### src/rtl/click_pkg.sv
// Shared definitions for the click demux fabric and its synchronous sinks.
package click_pkg;

  typedef enum logic {
    SRC_B = 1'b0,
    SRC_C = 1'b1
  } src_e;

  function automatic int unsigned entry_width(input int unsigned data_width);
    return data_width + 1;
  endfunction

endpackage

### src/rtl/sync_ff.sv
// Multi-flop synchroniser for a single 2-phase request bit, with configurable reset phase.
module sync_ff #(
  parameter int unsigned STAGES    = 2,
  parameter logic        RESET_VAL = 1'b0
) (
  input  logic clk,
  input  logic reset,
  input  logic d,
  output logic q
);

  logic [STAGES-1:0] sync_q;

  always_ff @(posedge clk or posedge reset) begin
    if (reset) begin
      sync_q <= {STAGES{RESET_VAL}};
    end else begin
      sync_q <= {sync_q[STAGES-2:0], d};
    end
  end

  assign q = sync_q[STAGES-1];

endmodule

### src/rtl/click2sync_sink.sv
// Receives the B/C 2-phase bundled-data channels, returns acks and queues {src,data}
// into a valid/ready FIFO in the synchronous domain.
module click2sync_sink
  import click_pkg::*;
#(
  parameter int unsigned DATA_WIDTH   = 32,
  parameter logic        PHASE_INIT_B = 1'b0,
  parameter logic        PHASE_INIT_C = 1'b0,
  parameter int unsigned FIFO_DEPTH   = 4,
  parameter int unsigned SYNC_STAGES  = 2
) (
  input  logic                          clk,
  input  logic                          reset,
  input  logic                          inB_req,
  input  logic [DATA_WIDTH-1:0]         inB_data,
  output logic                          inB_ack,
  input  logic                          inC_req,
  input  logic [DATA_WIDTH-1:0]         inC_data,
  output logic                          inC_ack,
  output logic                          out_valid,
  output logic [DATA_WIDTH-1:0]         out_data,
  output logic                          out_src,
  input  logic                          out_ready,
  output logic [$clog2(FIFO_DEPTH):0]   fifo_count
);

  localparam int unsigned PW = $clog2(FIFO_DEPTH);
  localparam int unsigned EW = entry_width(DATA_WIDTH);
  localparam logic [PW:0]   DEPTH_C = (PW+1)'(FIFO_DEPTH);
  localparam logic [PW:0]   CNT_ONE = (PW+1)'(1);
  localparam logic [PW-1:0] PTR_ONE = PW'(1);

  logic          req_sync_b, req_sync_c;
  logic          ack_b_q, ack_b_d, ack_c_q, ack_c_d;
  logic          pend_b, pend_c;
  logic          push, pop;
  src_e          grant;
  src_e          prio_q, prio_d;
  logic [PW:0]   count_q, count_d;
  logic [PW-1:0] wr_ptr_q, wr_ptr_d, rd_ptr_q, rd_ptr_d;
  logic [EW-1:0] mem_q [FIFO_DEPTH];
  logic [EW-1:0] wr_entry;

  sync_ff #(.STAGES(SYNC_STAGES), .RESET_VAL(PHASE_INIT_B)) u_sync_b (
    .clk   (clk),
    .reset (reset),
    .d     (inB_req),
    .q     (req_sync_b)
  );

  sync_ff #(.STAGES(SYNC_STAGES), .RESET_VAL(PHASE_INIT_C)) u_sync_c (
    .clk   (clk),
    .reset (reset),
    .d     (inC_req),
    .q     (req_sync_c)
  );

  assign pend_b = req_sync_b ^ ack_b_q;
  assign pend_c = req_sync_c ^ ack_c_q;

  always_comb begin
    push     = 1'b0;
    grant    = SRC_B;
    ack_b_d  = ack_b_q;
    ack_c_d  = ack_c_q;
    prio_d   = prio_q;
    count_d  = count_q;
    wr_ptr_d = wr_ptr_q;
    rd_ptr_d = rd_ptr_q;
    pop      = (count_q != '0) && out_ready;

    // Full blocks acceptance even if the head pops this cycle; the ack stays held.
    if (count_q < DEPTH_C) begin
      if (pend_b && pend_c) begin
        push  = 1'b1;
        grant = prio_q;
      end else if (pend_b) begin
        push  = 1'b1;
        grant = SRC_B;
      end else if (pend_c) begin
        push  = 1'b1;
        grant = SRC_C;
      end
    end

    if (push) begin
      wr_ptr_d = wr_ptr_q + PTR_ONE;
      if (grant == SRC_B) begin
        ack_b_d = ~ack_b_q;
        prio_d  = SRC_C;
      end else begin
        ack_c_d = ~ack_c_q;
        prio_d  = SRC_B;
      end
    end

    if (pop) begin
      rd_ptr_d = rd_ptr_q + PTR_ONE;
    end

    if (push && !pop) begin
      count_d = count_q + CNT_ONE;
    end else if (pop && !push) begin
      count_d = count_q - CNT_ONE;
    end
  end

  assign wr_entry = (grant == SRC_B) ? {1'b0, inB_data} : {1'b1, inC_data};

  always_ff @(posedge clk or posedge reset) begin
    if (reset) begin
      ack_b_q  <= PHASE_INIT_B;
      ack_c_q  <= PHASE_INIT_C;
      prio_q   <= SRC_B;
      count_q  <= '0;
      wr_ptr_q <= '0;
      rd_ptr_q <= '0;
      for (int unsigned i = 0; i < FIFO_DEPTH; i++) begin
        mem_q[i] <= '0;
      end
    end else begin
      ack_b_q  <= ack_b_d;
      ack_c_q  <= ack_c_d;
      prio_q   <= prio_d;
      count_q  <= count_d;
      wr_ptr_q <= wr_ptr_d;
      rd_ptr_q <= rd_ptr_d;
      if (push) begin
        mem_q[wr_ptr_q] <= wr_entry;
      end
    end
  end

  assign inB_ack    = ack_b_q;
  assign inC_ack    = ack_c_q;
  assign out_valid  = (count_q != '0);
  assign out_src    = mem_q[rd_ptr_q][EW-1];
  assign out_data   = mem_q[rd_ptr_q][DATA_WIDTH-1:0];
  assign fifo_count = count_q;

endmodule

### config.mk
export PLATFORM = sky130hd
export DESIGN_NAME = click2sync_sink
export DESIGN_NICKNAME = d
export VERILOG_FILES = /design/src/rtl/click_pkg.sv /design/src/rtl/sync_ff.sv /design/src/rtl/click2sync_sink.sv
export SDC_FILE = /design/constraint.sdc
export NUM_CORES = 1
export LEC_CHECK = 0
export ABC_AREA = 1
export CELL_PAD_IN_SITES_DETAIL_PLACEMENT = 0
export CELL_PAD_IN_SITES_GLOBAL_PLACEMENT = 1
export CORE_MARGIN = 4
export CORE_UTILIZATION = 44
export CTS_BUF_LIST = sky130_fd_sc_hd__clkbuf_4
export DETAILED_ROUTE_END_ITERATION = 8
export GPL_TIMING_DRIVEN = 1
export HOLD_SLACK_MARGIN = 0.12
export PLACE_DENSITY = 0.89
export SYNTH_ARGS = -nofsm -noshare
export SYNTH_HDL_FRONTEND = slang
export SYNTH_SLANG_ARGS = --single-unit
### constraint.sdc
create_clock -name clk -period 10.1 [get_ports clk]
set_input_delay 2.525 -clock clk [delete_from_list [all_inputs] [get_ports clk]]
set_output_delay 2.525 -clock clk [all_outputs]
set_load 0.01 [all_outputs]
==> results_dict.tcl, run 1 <==
set metrics [dict create \
    synth_common_cells "nand2_1 (457), dfrtp_1 (146), o21ai_0 (73)" \
    grt_use_total_pct 22.5 \
    synth-xor-area-share_pct 0.618 \
    path_clk_slew_ns 0.12 \
    slew_viol_final 0 \
    synth_mux_area_share_pct 0.159 \
    reg2reg_depth 7 \
    synthAdderAreaFrac_pct 1.16 \
    ant_nets 0 \
    path_cells "inv_2, buf_4, o21ai_0, o22ai_1, clkdlybuf4s50_1" \
    clock_sinks 146 \
    p_int_uw 1740 \
    seq_area_sq_mm 0.00365 \
    grt_max_degree 76 \
    synth.top_cell.area_share_pct 51.5 \
    max-vdd-ir-drop_uv 186 \
    crit_slowest_cell "clkdlybuf4s50_1" \
    hold_viol_final 0 \
    slew_headroom_pct 20.0 \
    coreArea_sq_mm 0.0158 \
    synthTopCellsByArea "dfrtp_1 (52%), nand2_1 (24%), o21ai_0 (5.2%)" \
    ys_ff_latch 146 \
    cts_max_level 4 \
    final_nets 1066 \
    fin_crit_ns 5.11 \
    ys_types 26 \
    status "complete, no violations" \
    power_frac_comb_pct 53.4 \
    vias 6201 \
    multi_input_area_sq_mm 0.00309 \
    syn-num-nets 989 \
    switching_share_pct 44.1 \
    nFillCells 1493 \
    post_cts_resize_count 0 \
    finalSetupViolCount 0 \
    cts_buffers 17 \
    synth_edf_count 0 \
    rsz0062_at_grt "false" \
    rows 46 \
    dp_hpwl_mm 10.8 \
    fin_skew_ns 0.0116 \
    cts_tree "built" \
    first_global_vias 6213 \
    netlist_area_sq_mm 0.00709 \
    synth_top_family_by_area "simple AND/OR/NAND/NOR gates" \
    power_frac_seq_pct 32.7 \
    r2r-start "inB_ack" \
    grt_pass1_wl_mm 32.1 \
    die_area_sq_mm 0.0182 \
    crit_type "flip-flop to primary output" \
    p_clk_share_pct 13.9 \
    area_growth_syn_to_layout_pct 20.2 \
    yosysTopAreaCell "dfrtp_1" \
    placed_cells 1188 \
    initial_core_util_pct 44.8 \
    worst_pin_slew_ns 1.20 \
    route.detailed.drc 0 \
    yosys.area_share.simple_pct 32.5 \
    utilization_pct 53.9 \
    wl_per_cell_um 16.0 \
    synth_ff_type "dfrtp_1" \
    place_congestion 0.768 \
    grt-ovfl-total 0 \
    drt_first_pass_iters 5 \
    grt_antenna_before_repair 1 \
    post-cts-setup-buffers 0 \
    viasPerCell 5.08 \
    yosysSeqAreaShare_pct 51.5 \
    crit_end "out_data[31]" \
    p_leak_uw 0.00426 \
    cts_buffer_depth 2 \
    crit_fanout 67 \
    io_buffer_count 107 \
    ctsHoldBuffers 0 \
    instances_no_fill 1221 \
    synth_compound_area_share_pct 9.12 \
    r2r_end "mem_q[64]" \
    powerDensity_mw_per_mm2 365 \
    startpoint_type "flip-flop" \
    net-switching-power_uw 1370 \
    drive_gt1_share_pct 6.27 \
    yosysWarnings 0 \
    fmax_mhz 196 \
    critPathRequiredTime_ns 7.58 \
    syn_avg_cell_area_sq_um 7.76 \
    arrival_ns 2.59 \
    drv_cap 0 \
    slowest_delay_ns 0.59 \
    die_w_um 135 \
    timing.final.crit_share_pct 50.6 \
    crit_start "rd_ptr_q[0]" \
    die_h_um 135 \
    cp-end-kind "primary output" \
    fin_tns_setup_ns 0 \
    cts_root_buf "clkbuf_4" \
    syn_inst 914 \
    reg2reg_slack_ns 7.13 \
    async_reset_ff_share_pct 100 \
    clk-insertion-delay-late_ns 0.56 \
    drtIter0Drc 410 \
    io_pins 108 \
    yosysMostFrequentCell "nand2_1" \
    totalWireLength_mm 19.5 \
    hold_class "flip-flop to flip-flop" \
]
registers in the layout (all words and copies together), names as in the netlist:
signal	cells
u_sync_c.sync_q	2
rd_ptr_q	2
wr_ptr_q	2
inB_ack	1
fifo_count	3
inC_ack	1
mem_q	132
prio_q	1
u_sync_b.sync_q	2
stage by stage:
stage | total power, uW | hold WS [ns] | area, sq um | worst slack (ns)
after floorplan | 2090 | 0.331 | 7090 | 3.65
after global placement | 2660 | 0.334 | 8180 | 5.52
after detailed placement | 2690 | 0.345 | 8180 | 5.50
after CTS | 3130 | 0.373 | 8520 | 4.95
after global routing | 3390 | 0.378 | 8520 | 4.81
final | 3110 | 0.372 | 8520 | 4.99
logic make-up (layout without fill, tap and decap cells):
kind of cell	count (synthesis)	in the layout
AO/OA/AOI/OAI	112	112
other	0	1
flip-flops	146	146
multiplexers	1	1
buffers and inverters	69	159
AND/OR/NAND/NOR	575	575
XOR/XNOR	5	5
adder cells (fa/ha/maj)	6	6
final cells by class:
class                           instances  share of cell area (%)
Tap cell                              216                    3.17
Multi-Input combinational cell        699                    36.2
Clock buffer                           20                    1.76
Antenna cell                            1                  0.0294
Sequential cell                       146                    42.9
Inverter                               15                   0.719
Timing Repair Buffer                  112                    13.0
Clock inverter                         12                    2.20
how the worst min path moves through the flow:
stage                            start                  to  slack, ns  cells after the start
finish              u_sync_c.sync_q[0]  u_sync_c.sync_q[1]       0.37                      0
global placement    u_sync_b.sync_q[0]  u_sync_b.sync_q[1]       0.33                      0
CTS                 u_sync_c.sync_q[0]  u_sync_c.sync_q[1]       0.37                      0
floorplan           u_sync_b.sync_q[0]  u_sync_b.sync_q[1]       0.33                      0
global route        u_sync_c.sync_q[0]  u_sync_c.sync_q[1]       0.38                      0
detailed placement  u_sync_c.sync_q[0]  u_sync_c.sync_q[1]       0.34                      0
metal layers:
| layer | part of all wire, % | track usage [%] | up-vias | wire [um] |
|---|---|---|---|---|
| li1 | - | - | 3057 | - |
| met1 | 45 | 30.5 | 2956 | 8880 |
| met2 | 47 | 37.2 | 169 | 9220 |
| met3 | 6.0 | 4.66 | 19 | 1170 |
| met4 | 1.3 | 6.10 | 0 | 255 |
| met5 | 0 | 0 | - | 0 |
power groups by stage:
stage	clock, uW	combinational (uW)	sequential [uW]
floorplan	0	1100	996
CTS	441	1670	1020
global placement	0	1640	1020
detailed placement	0	1670	1030
finish	433	1660	1020
global route	464	1870	1050
cell usage in the layout, fill, tap and decap left out, types with 2 or more instances in the layout:
cell               n
nand2_1          457
dfrtp_1          145
clkdlybuf4s50_1  107
o21ai_0           73
nor2_1            69
nand3_1           33
o22ai_1           33
clkbuf_4          20
inv_1             10
nand2_2            6
ha_1               5
bufinv_16          5
clkinv_2           5
buf_4              5
inv_2              4
a21oi_4            4
nand2_4            4
xor2_1             3
nand3_4            2
a21oi_1            2
xnor2_1            2
critical path: cells and delay by family (launching register included):
kind / cells / cell delay [ns]
flip-flops: 1 / 0.42
AO/OA/AOI/OAI: 2 / 0.40
buffers and inverters: 3 / 1.17
Note: power is estimated with default switching activity, not from simulation.
==> inputs of run 2 (changes only) <==
- CORE_UTILIZATION: 44 -> 41
- PLACE_DENSITY: 0.89 -> 0.84
- clock period: 10.1 -> 5.1 ns (I/O delays scaled with it)
==> run 2 against run 1 <==
Compared with the run above:
- combinational power up 98%
- hold slack worse by 0.013 ns
- design area down 1.0%
- register-to-register slack worse by 4.9 ns
- sequential share of layout area up 0.43 points
==> results_dict.tcl, run 2 (synthesized netlist as in run 1, its figures left out) <==
set metrics [dict create \
    clk-insertion-delay-late_ns 0.55 \
    ant_nets 0 \
    clock_sinks 146 \
    route.detailed.drc 0 \
    fmax_mhz 238 \
    finalSetupViolCount 0 \
    critPathRequiredTime_ns 3.83 \
    rsz0062_at_grt "false" \
    finish.instance_area_sq_mm 0.00844 \
    ctsHoldBuffers 0 \
    cts_buffer_depth 2 \
    die_h_um 140 \
    seq_area_sq_mm 0.00365 \
    hold_viol_final 0 \
    drive_gt1_share_pct 5.99 \
    reg2reg_slack_ns 2.23 \
    crit_slowest_cell "inv_1" \
    drtIter0Drc 403 \
    fin_skew_ns 0.0121 \
    place_area_sq_mm 0.00819 \
    final_nets 1066 \
    post_cts_resize_count 0 \
    fin_crit_ns 4.20 \
    area_growth_syn_to_layout_pct 19.0 \
    die_area_sq_mm 0.0195 \
    initial_core_util_pct 42.3 \
    die_w_um 140 \
    crit_fanout 33 \
    coreArea_sq_mm 0.0168 \
    worst_pin_slew_ns 1.25 \
    totalWireLength_mm 19.7 \
    dp_hpwl_mm 11.2 \
    multi_input_area_sq_mm 0.00309 \
    grt_pass1_wl_mm 31.7 \
    grt_use_total_pct 20.2 \
    crit_type "flip-flop to primary output" \
    grt_max_degree 68 \
    wl_per_cell_um 16.1 \
    slowest_delay_ns 0.90 \
    layout_commonest_cell "nand2_1" \
    cts_tree "built" \
    rows 47 \
    cts_buffers 17 \
    powerDensity_mw_per_mm2 711 \
    post-cts-setup-buffers 0 \
    drv_cap 0 \
    cp_num_buf_inv 2 \
    io_pins 108 \
    path_clk_slew_ns 0.12 \
    largest_register_ffs 132 \
    nFillCells 1651 \
    grt-ovfl-total 0 \
    startpoint_type "flip-flop" \
    drt_first_pass_iters 5 \
    cts_root_buf "clkbuf_4" \
    fin_tns_setup_ns 0 \
    regMostFlops "mem_q" \
    first_global_vias 6030 \
    io_buffer_count 107 \
    place_congestion 0.758 \
    status "complete, no violations" \
    cts_max_level 4 \
    crit_family "buffers and inverters" \
    max-vdd-ir-drop_uv 350 \
    layout_common_cells "nand2_1 (457), dfrtp_1 (145), clkdlybuf4s50_1 (107)" \
    arrival_ns 2.92 \
    path_cells "inv_1, o21ai_0, o22ai_1, clkdlybuf4s50_1" \
    slew_headroom_pct 16.6 \
    timing.final.crit_share_pct 82.3 \
    cp-end-kind "primary output" \
    vias 6168 \
    slew_viol_final 0 \
    grt_antenna_before_repair 1 \
    viasPerCell 5.04 \
    hold_class "flip-flop to flip-flop" \
    p_leak_uw 0.00421 \
]
run 2: cell count changes in the layout (fill, tap and decap cells not counted):
cell        before  now
bufinv_16        5    2
clkbuf_4        20   17
clkinv_1         1    2
clkinv_2         5    6
clkinvlp_4       0    3
inv_6            1    0
run 2: routing by layer:
layer / global-route usage [%] / part of all wire [%] / vias up
met1: 27.9 / 46 / 2933
met5: 0 / 0 / -
met4: 3.86 / 0.92 / 0
met2: 33.0 / 47 / 174
li1: - / - / 3043
met3: 4.84 / 6.1 / 18
run 2: power by group:
part / switching (uW) / internal [uW] / total, uW
registers: 303 / 1720 / 2020
clock network: 406 / 277 / 683
logic: 2020 / 1270 / 3290
run 2: final timing paths:
kind                                     from                  to  cells after the start
max                               rd_ptr_q[1]         out_data[4]                      4
min                        u_sync_c.sync_q[0]  u_sync_c.sync_q[1]                      0
max reg2reg                           inB_ack           mem_q[97]                      7
min reg2reg                u_sync_c.sync_q[0]  u_sync_c.sync_q[1]                      0
max in group asynchronous               reset           mem_q[82]                      3
min in group asynchronous               reset          mem_q[112]                      2
run 2: through the flow:
| step | std cells | setup WS [ns] | power, uW | util [%] | hold WS (ns) |
|---|---|---|---|---|---|
| after floorplan | 914 | 1.99 | 4140 | - | 0.331 |
| after global placement | 1192 | 1.60 | 5290 | 48.9 | 0.332 |
| after detailed placement | 1192 | 1.54 | 5340 | 48.9 | 0.345 |
| after CTS | 1222 | 0.936 | 6040 | 50.3 | 0.366 |
| after global routing | 1223 | 0.698 | 6500 | 50.4 | 0.381 |
| final | 1223 | 0.903 | 6000 | 50.4 | 0.359 |
run 2: worst register-to-register path, delay by kind of cell, from the launching register on:
kind / cells / cell delay [ns]
flip-flops: 1 / 0.43
AND/OR/NAND/NOR: 7 / 2.38
run 2: layout make-up:
type | count | share of cell area (%)
inverter | 15 | 0.712
clock inverter | 13 | 1.44
antenna | 1 | 0.0297
tap | 220 | 3.26
clock buffer | 17 | 1.51
timing repair buffer | 112 | 13.1
multi-input combinational | 699 | 36.6
sequential | 146 | 43.3
==> inputs of run 3 (changes only) <==
- CORE_UTILIZATION: 41 -> 37
- PLACE_DENSITY: 0.84 -> 0.8
- clock period: 5.1 -> 3.41 ns (I/O delays scaled with it)
==> run 3 against run 2 <==
Compared with the run above:
- final cell count is 2.1% higher
- critical path depth is 1 higher
- first-iteration DRC count is 2.5% lower
- count of clock-buffer cells in the layout is 2 higher
- clock power is 77% higher
- wire length is 3.6% higher
- sequential power is 51% higher
- core utilization is 4.3 points lower
- hold slack worse by 0.011 ns
- die area is 10% higher
- highest routed layer unchanged
==> results_dict.tcl, run 3 (synthesized netlist as in run 1, its figures left out) <==
set metrics [dict create \
    status "complete, no violations" \
    slew_headroom_pct 26.9 \
    cts_buffer_depth 2 \
    grt_pass1_wl_mm 33.3 \
    place_area_sq_mm 0.00832 \
    rows 50 \
    cts_tree "built" \
    final_nets 1075 \
    max-vdd-ir-drop_uv 423 \
    drv_cap 0 \
    grt_antenna_before_repair 1 \
    grt-ovfl-total 0 \
    post_cts_resize_count 0 \
    p_leak_uw 0.00430 \
    critPathRequiredTime_ns 2.56 \
    area_growth_syn_to_layout_pct 21.8 \
    wl_per_cell_um 16.3 \
    largest_register_ffs 132 \
    post-cts-setup-buffers 0 \
    worst_pin_slew_ns 1.09 \
    totalWireLength_mm 20.4 \
    io_pins 108 \
    hold_viol_final 0 \
    fmax_mhz 305 \
    ctsHoldBuffers 0 \
    utilization_pct 46.0 \
    die_area_sq_mm 0.0214 \
    drt_first_pass_iters 5 \
    fin_tns_setup_ns 0 \
    hold_ws_ns 0.348 \
    crit_fanout 53 \
    powerDensity_mw_per_mm2 1070 \
    drtIter0Drc 393 \
    coreArea_sq_mm 0.0188 \
    startpoint_type "flip-flop" \
    r2r-start "inC_ack" \
    fin_skew_ns 0.0190 \
    cts_buffers 17 \
    clock_sinks 146 \
    timing.final.ws_setup_ns 0.132 \
    grt_use_total_pct 19.4 \
    die_w_um 146 \
    clk-insertion-delay-late_ns 0.55 \
    layout_common_cells "nand2_1 (457), dfrtp_1 (145), clkdlybuf4s50_1 (107)" \
    dp_hpwl_mm 12.2 \
    place_congestion 0.744 \
    die_h_um 146 \
    slew_viol_final 0 \
    rsz0062_at_grt "false" \
    initial_core_util_pct 37.8 \
    post-place-ws_ns 0.738 \
    layout_commonest_cell "nand2_1" \
    hold_class "flip-flop to flip-flop" \
    grt_max_degree 81 \
    crit_type "flip-flop to primary output" \
    io_buffer_count 107 \
    drive_gt1_share_pct 6.91 \
    cts_max_level 4 \
    regMostFlops "mem_q" \
    cp-end-kind "primary output" \
    route.detailed.drc 0 \
    nFillCells 1885 \
    path_clk_slew_ns 0.13 \
    min_from "u_sync_b.sync_q[0]" \
    crit_start "rd_ptr_q[0]" \
    viasPerCell 4.95 \
    arrival_ns 2.43 \
    ant_nets 0 \
    finalSetupViolCount 0 \
    fin_crit_ns 3.28 \
    vias 6188 \
    finish.instance_area_sq_mm 0.00864 \
    first_global_vias 6192 \
    cts_root_buf "clkbuf_4" \
    timing.final.crit_share_pct 96.1 \
]
run 3: changes by cell type in the layout (fill, tap and decap cells not counted), sizes merged:
cell / previous run / this run
buf: 5 / 14
bufinv: 2 / 4
clkbuf: 17 / 19
clkinv: 9 / 7
diode: 1 / 2
run 3: layout make-up:
cell class	count	area, sq um	area share (%)
diodes	2	5.00	0.0579
clock buffers	19	143	1.65
clock inverters	13	166	1.93
inverters	15	60.1	0.695
multi-input cells	699	3090	35.8
flip-flops and latches	146	3650	42.3
well taps	234	293	3.39
repair buffers	121	1230	14.2
run 3: worst max-delay path, stage by stage, from the launching register on:
cell	delay [ns]
dfrtp_2	0.54
inv_2	0.12
buf_12	0.24
o21ai_0	0.12
o22ai_1	0.24
clkdlybuf4s50_1	0.60
run 3: worst paths after layout:
kind,slack [ns],depth (start not counted),to
max,0.13,5,out_data[4]
min,0.35,0,u_sync_b.sync_q[1]
max reg2reg,1.25,8,fifo_count[1]
min reg2reg,0.35,0,u_sync_b.sync_q[1]
max in group asynchronous,2.22,3,mem_q[125]
min in group asynchronous,0.76,3,prio_q
run 3: power by group:
| group | leakage [uW] | total (uW) | internal [uW] | switching [uW] |
|---|---|---|---|---|
| clock | 0.000165 | 1210 | 585 | 629 |
| sequential | 0.00180 | 3050 | 2570 | 477 |
| combinational | 0.00234 | 5010 | 1980 | 3030 |
run 3: routing by layer:
metal / up-vias / share of wire, % / wire length (um) / track usage, %
li1: 3064 / - / - / -
met1: 2987 / 48 / 9700 / 26.4
met3: 21 / 3.6 / 738 / 3.69
met5: - / 0 / 0 / 0
met4: 0 / 1.3 / 263 / 5.13
met2: 116 / 47 / 9680 / 31.9
run 3: stage by stage:
step	power [uW]	std cells
after CTS	9370	1247
final	9270	1249
after floorplan	6200	914
after global placement	8070	1215
after detailed placement	8140	1215
after global routing	10100	1249
